<file path="src/rtl/unidade_controle_jogo.sv">
// unidade_controle_jogo: Moore control FSM for one game round (prepare, wait play, register, compare, advance, finish).
module unidade_controle_jogo #(
  parameter int TIMEOUT_CICLOS = 3000
) (
  input  logic       clock,
  input  logic       reset,
  input  logic       iniciar,
  input  logic       jogada,
  input  logic       igual,
  input  logic       fim,
  output logic       zeraC,
  output logic       contaC,
  output logic       zeraR,
  output logic       registraR,
  output logic       acertou,
  output logic       errou,
  output logic       timeout,
  output logic       pronto,
  output logic [3:0] db_estado
);
  typedef enum logic [3:0] {
    inicial       = 4'b0000,
    preparacao    = 4'b0001,
    espera_jogada = 4'b0010,
    registra      = 4'b0100,
    comparacao    = 4'b0101,
    proximo       = 4'b0110,
    fim_acerto    = 4'b1010,
    fim_timeout   = 4'b1101,
    fim_erro      = 4'b1110
  } estado_t;
  localparam logic [15:0] LIMITE = 16'(TIMEOUT_CICLOS - 1);
  estado_t     estado, prox;
  logic [15:0] cnt;
  always_comb begin
    prox = inicial;
    case (estado)
      inicial:                             prox = iniciar ? preparacao : inicial;
      preparacao:                          prox = espera_jogada;
      espera_jogada:                       prox = jogada ? registra : (cnt == LIMITE ? fim_timeout : espera_jogada);
      registra:                            prox = comparacao;
      comparacao:                          prox = !igual ? fim_erro : (fim ? fim_acerto : proximo);
      proximo:                             prox = espera_jogada;
      fim_acerto, fim_erro, fim_timeout:   prox = iniciar ? preparacao : estado;
      default:                             prox = inicial;
    endcase
  end
  // Outputs are registered from the next state, so they always match the state register.
  always_ff @(posedge clock or posedge reset) begin
    if (reset) begin
      estado    <= inicial;
      cnt       <= '0;
      zeraC     <= 1'b0;
      contaC    <= 1'b0;
      zeraR     <= 1'b0;
      registraR <= 1'b0;
      acertou   <= 1'b0;
      errou     <= 1'b0;
      timeout   <= 1'b0;
      pronto    <= 1'b0;
    end else begin
      estado    <= prox;
      cnt       <= (estado == espera_jogada && prox == espera_jogada) ? cnt + 16'd1 : '0;
      zeraC     <= prox == preparacao;
      contaC    <= prox == proximo;
      zeraR     <= prox == preparacao;
      registraR <= prox == registra;
      acertou   <= prox == fim_acerto;
      errou     <= prox == fim_erro;
      timeout   <= prox == fim_timeout;
      pronto    <= prox inside {fim_acerto, fim_erro, fim_timeout};
    end
  end
  assign db_estado = estado;
endmodule

</file>
<file path="config.mk">
export PLATFORM = sky130hd
export DESIGN_NAME = unidade_controle_jogo
export DESIGN_NICKNAME = d
export VERILOG_FILES = /design/src/rtl/unidade_controle_jogo.sv
export SDC_FILE = /design/constraint.sdc
export NUM_CORES = 1
export LEC_CHECK = 0
export ABC_AREA = 1
export BUFFER_PORTS_ARGS = -buffer_cell sky130_fd_sc_hd__buf_2
export CORE_AREA = 2 2 82 84
export CTS_CLUSTER_SIZE = 16
export DETAILED_ROUTE_END_ITERATION = 10
export DIE_AREA = 0 0 84 86
export PLACE_DENSITY = 0.45
export SYNTH_ARGS = -nofsm -noshare
export SYNTH_HDL_FRONTEND = slang
export SYNTH_SLANG_ARGS = --single-unit
</file>
<file path="constraint.sdc">
create_clock -name clock -period 1.6 [get_ports clock]
set_clock_uncertainty 0.2 [all_clocks]
set_input_delay 0.16 -clock clock [delete_from_list [all_inputs] [get_ports clock]]
set_output_delay 0.16 -clock clock [all_outputs]
set_load 0.01 [all_outputs]
</file>
==> impl_metrics.csv <==
group,metric,value,unit
status,outcome,"complete, no violations",
timing,slew_violations,0,
logic_synthesis,ys_seq_area_share,44.0,%
clock_tree,cts_root_buf,"clkbuf_8",
clock_tree,cts_buffers,3,
layout,instances_no_fill,314,
timing,setup_viol,0,
setup_path,r2r-start,"cnt[0]",
layout,nets,245,
layout,final_common_cell,"nand2_1",
pwr,ir_drop,0.435,mV
logic_synthesis,yosys.area_share.simple,39.4,%
logic_synthesis,synth_xor_area_share,3.42,%
timing,slew_headroom,77.1,%
global_route,track_usage,9.75,%
setup_path,crit_path_start,"cnt[0]",
timing,fmax,625,MHz
layout,antennaDiodeCount,0,
floorplanning,die_width,84,µm
route,wl_per_cell,10.4,µm
setup_path,slowest_delay,0.39,ns
layout,multi_input_area,782,µm²
timing,worst_hold_slack,0.0797,ns
route,ant_nets,0,
setup_path,crit_arrival,1.58,ns
global_route,grt_pass1_wl,5690,µm
clock_tree,htreeDepth,1,
route,dr.pass1.iters,4,
logic_synthesis,synth_area,1540,µm²
logic_synthesis,synth-adder-area-share,0.814,%
setup_path,cp_data_required_time,1.58,ns
clock_tree,worstSkewPairLatency,0.27,ns
layout,final_cell_mix,"nand2_1 (36), nor2_1 (25), dfrtp_1 (25)",
logic_synthesis,avgSynthCellArea,7.96,µm²
timing,finalSetupTns,0,ns
layout,syn_to_final_growth,30.0,%
route,via_per_inst,4.09,
clock_tree,clk_path_buf_depth,2,
clock_tree,cts_tree,"built",
setup_path,critical_path.most_common_cell,"nand2_4",
setup_path,ff2ff_path_depth,8,
worst_hold_path,hold_path.class,"in2reg",
placement,gp_congestion,0.834,
setup_path,cp_num_buf_inv,1,
setup_path,critical_path.slowest_cell,"dfrtp_1",
layout,seqCellArea,678,µm²
setup_path,crit_family,"simple AND/OR/NAND/NOR gates",
pwr,p_per_area,1020,nW/µm²
setup_path,crit_type,"reg2reg",
logic_synthesis,ys_types,26,
setup_path,end_kind,"flip-flop",
timing,hold_viol_final,0,
floorplanning,dieArea,7220,µm²
logic_synthesis,yosys-mux-area-fraction,0,%
placement,dpl_cell_area,1860,µm²
logic_synthesis,syn_nets,200,
floorplanning,initial_core_util,24.5,%
logic_synthesis,synth-compound-area-share,3.83,%
timing,rsz0062_at_grt,"yes",
placement,hpwl,2520,µm
setup_path,reg2reg_to,"cnt[5]",
logic_synthesis,yosysWarnings,0,
global_route,overflow,0,
global_route,grt_start_max_net_pins,28,
logic_synthesis,ys_ff_latch,27,
setup_path,crit_end,"cnt[5]",
route,drc,0,
clock_tree,clock_sinks,27,
layout,postLayoutCellArea,2000,µm²
pwr,p_leak,0.000998,µW
layout,drive_gt1_share,37.1,%
global_route,antenna_found_initial,0,
route,totalWireLength,3270,µm
floorplanning,row_count,29,
layout,fill_cells,657,
logic_synthesis,synthCells,193,
global_route,grt_pass1_vias,1242,
timing,period_minus_slack,1.60,ns
floorplanning,io_pins,18,
setup_path,crit_fanout,16,
floorplanning,die_h,86,µm
setup_path,regToRegSetupSlack,0.001,ns
route,vias,1284,
logic_synthesis,synth_top_family_by_area,"simple AND/OR/NAND/NOR gates",
setup_path,cp_num_cells,8,
timing,fin_crit_sh,99.9,%
placement,portBuffers,17,
floorplanning,core,6280,µm²
timing,tightest_slew,0.344,ns
setup_path,crit_chain,"ha_2 > nand2_1 > inv_2 > nand2_4 > nor2_4 > nand2_4 > nand2_4 > a211oi_1",
route,drt_iter0_markers,32,
flow_run,maxCapViolCount,0,
placement,dp.cells,306,
clock_tree,clkSlewWorstSetupHoldPaths,0.10,ns
setup_path,worstSetupStartpointType,"flip-flop",
[final cells by class]
class                   instances  share of cell area [%]
flip-flops and latches         27                    34.0
inverters                      31                    5.83
well taps                      77                    4.82
clock buffers                   3                    2.07
clock inverters                 1                   0.376
multi-input cells             133                    39.2
repair buffers                 42                    13.8
[registers in the layout, indices dropped and copies added, names as in the netlist]
signal and count:
pronto 1, errou 1, db_estado 4, cnt 16, contaC 1, timeout 1
zeraR 1, registraR 1, acertou 1
[power by group]
group | switching, µW | total (µW) | internal (µW)
clock network | 226 | 403 | 177
logic | 490 | 805 | 315
registers | 71.3 | 837 | 766
total | 787 | 2040 | 1260
[kinds of logic (layout without fill, tap and decap cells)]
| group | count (synthesis) | count (layout) |
|---|---|---|
| compound gates | 8 | 8 |
| xor+xnor | 6 | 6 |
| fa+ha+maj | 1 | 1 |
| flops | 27 | 27 |
| buf+inv | 33 | 77 |
| simple gates | 118 | 118 |
[synthesized netlist by cell type, drive strengths merged]
cell type,number,area [µm²]
o21ai,2,10.0
nand3b,1,7.51
nor3b,3,27.5
xor2,6,52.6
dfrtp,27,676
nand3,12,65.1
nor2,39,190
a21oi,3,26.3
buf,2,15.0
o211ai,2,15.0
nand4,6,37.5
nor3,9,50.1
ha,1,12.5
a211oi,1,7.51
inv,31,116
nand2,48,228
[worst min-delay path by stage]
stage / start / end / cells past startpoint
after global placement: reset / cnt[3] / 3
final: fim / pronto / 5
after CTS: fim / pronto / 5
after global routing: jogada / db_estado[3] / 4
after detailed placement: reset / cnt[1] / 3
after floorplan: reset / acertou / 1
[metrics by stage]
stage | util (%) | total power (µW) | worst slack, ns
2_1_floorplan | - | 1370 | 0.0450
3_3_place_gp | 29.6 | 1620 | -0.0222
3_5_place_dp | 29.6 | 1610 | -0.0527
4_1_cts | 30.9 | 2030 | 0.00940
5_1_grt | 31.8 | 2210 | -0.100
6_report | 31.8 | 2040 | 0.000984
[what timing repair did]
item	CTS	global route
setup buffers	0	3
pin swaps	5	2
hold buffers	1	0
gates resized for setup	6	14
setup endpoints to repair	9	18
endpoints found under the hold margin	27	0
[per-layer routing]
metal	routed length [µm]	track usage (%)	up-vias
li1	-	-	687
met3	82	1.35	5
met1	1610	13.5	576
met5	0	0	-
met4	62	4.40	0
met2	1510	15.2	16
[worst register-to-register path, delay by kind of cell (launching register included)]
family	cells	cell delay [ns]
simple gates	5	0.42
flops	1	0.39
compound gates	1	0.26
fa+ha+maj	1	0.19
buf+inv	1	0.06
Note: power is estimated with default switching activity, not from simulation.
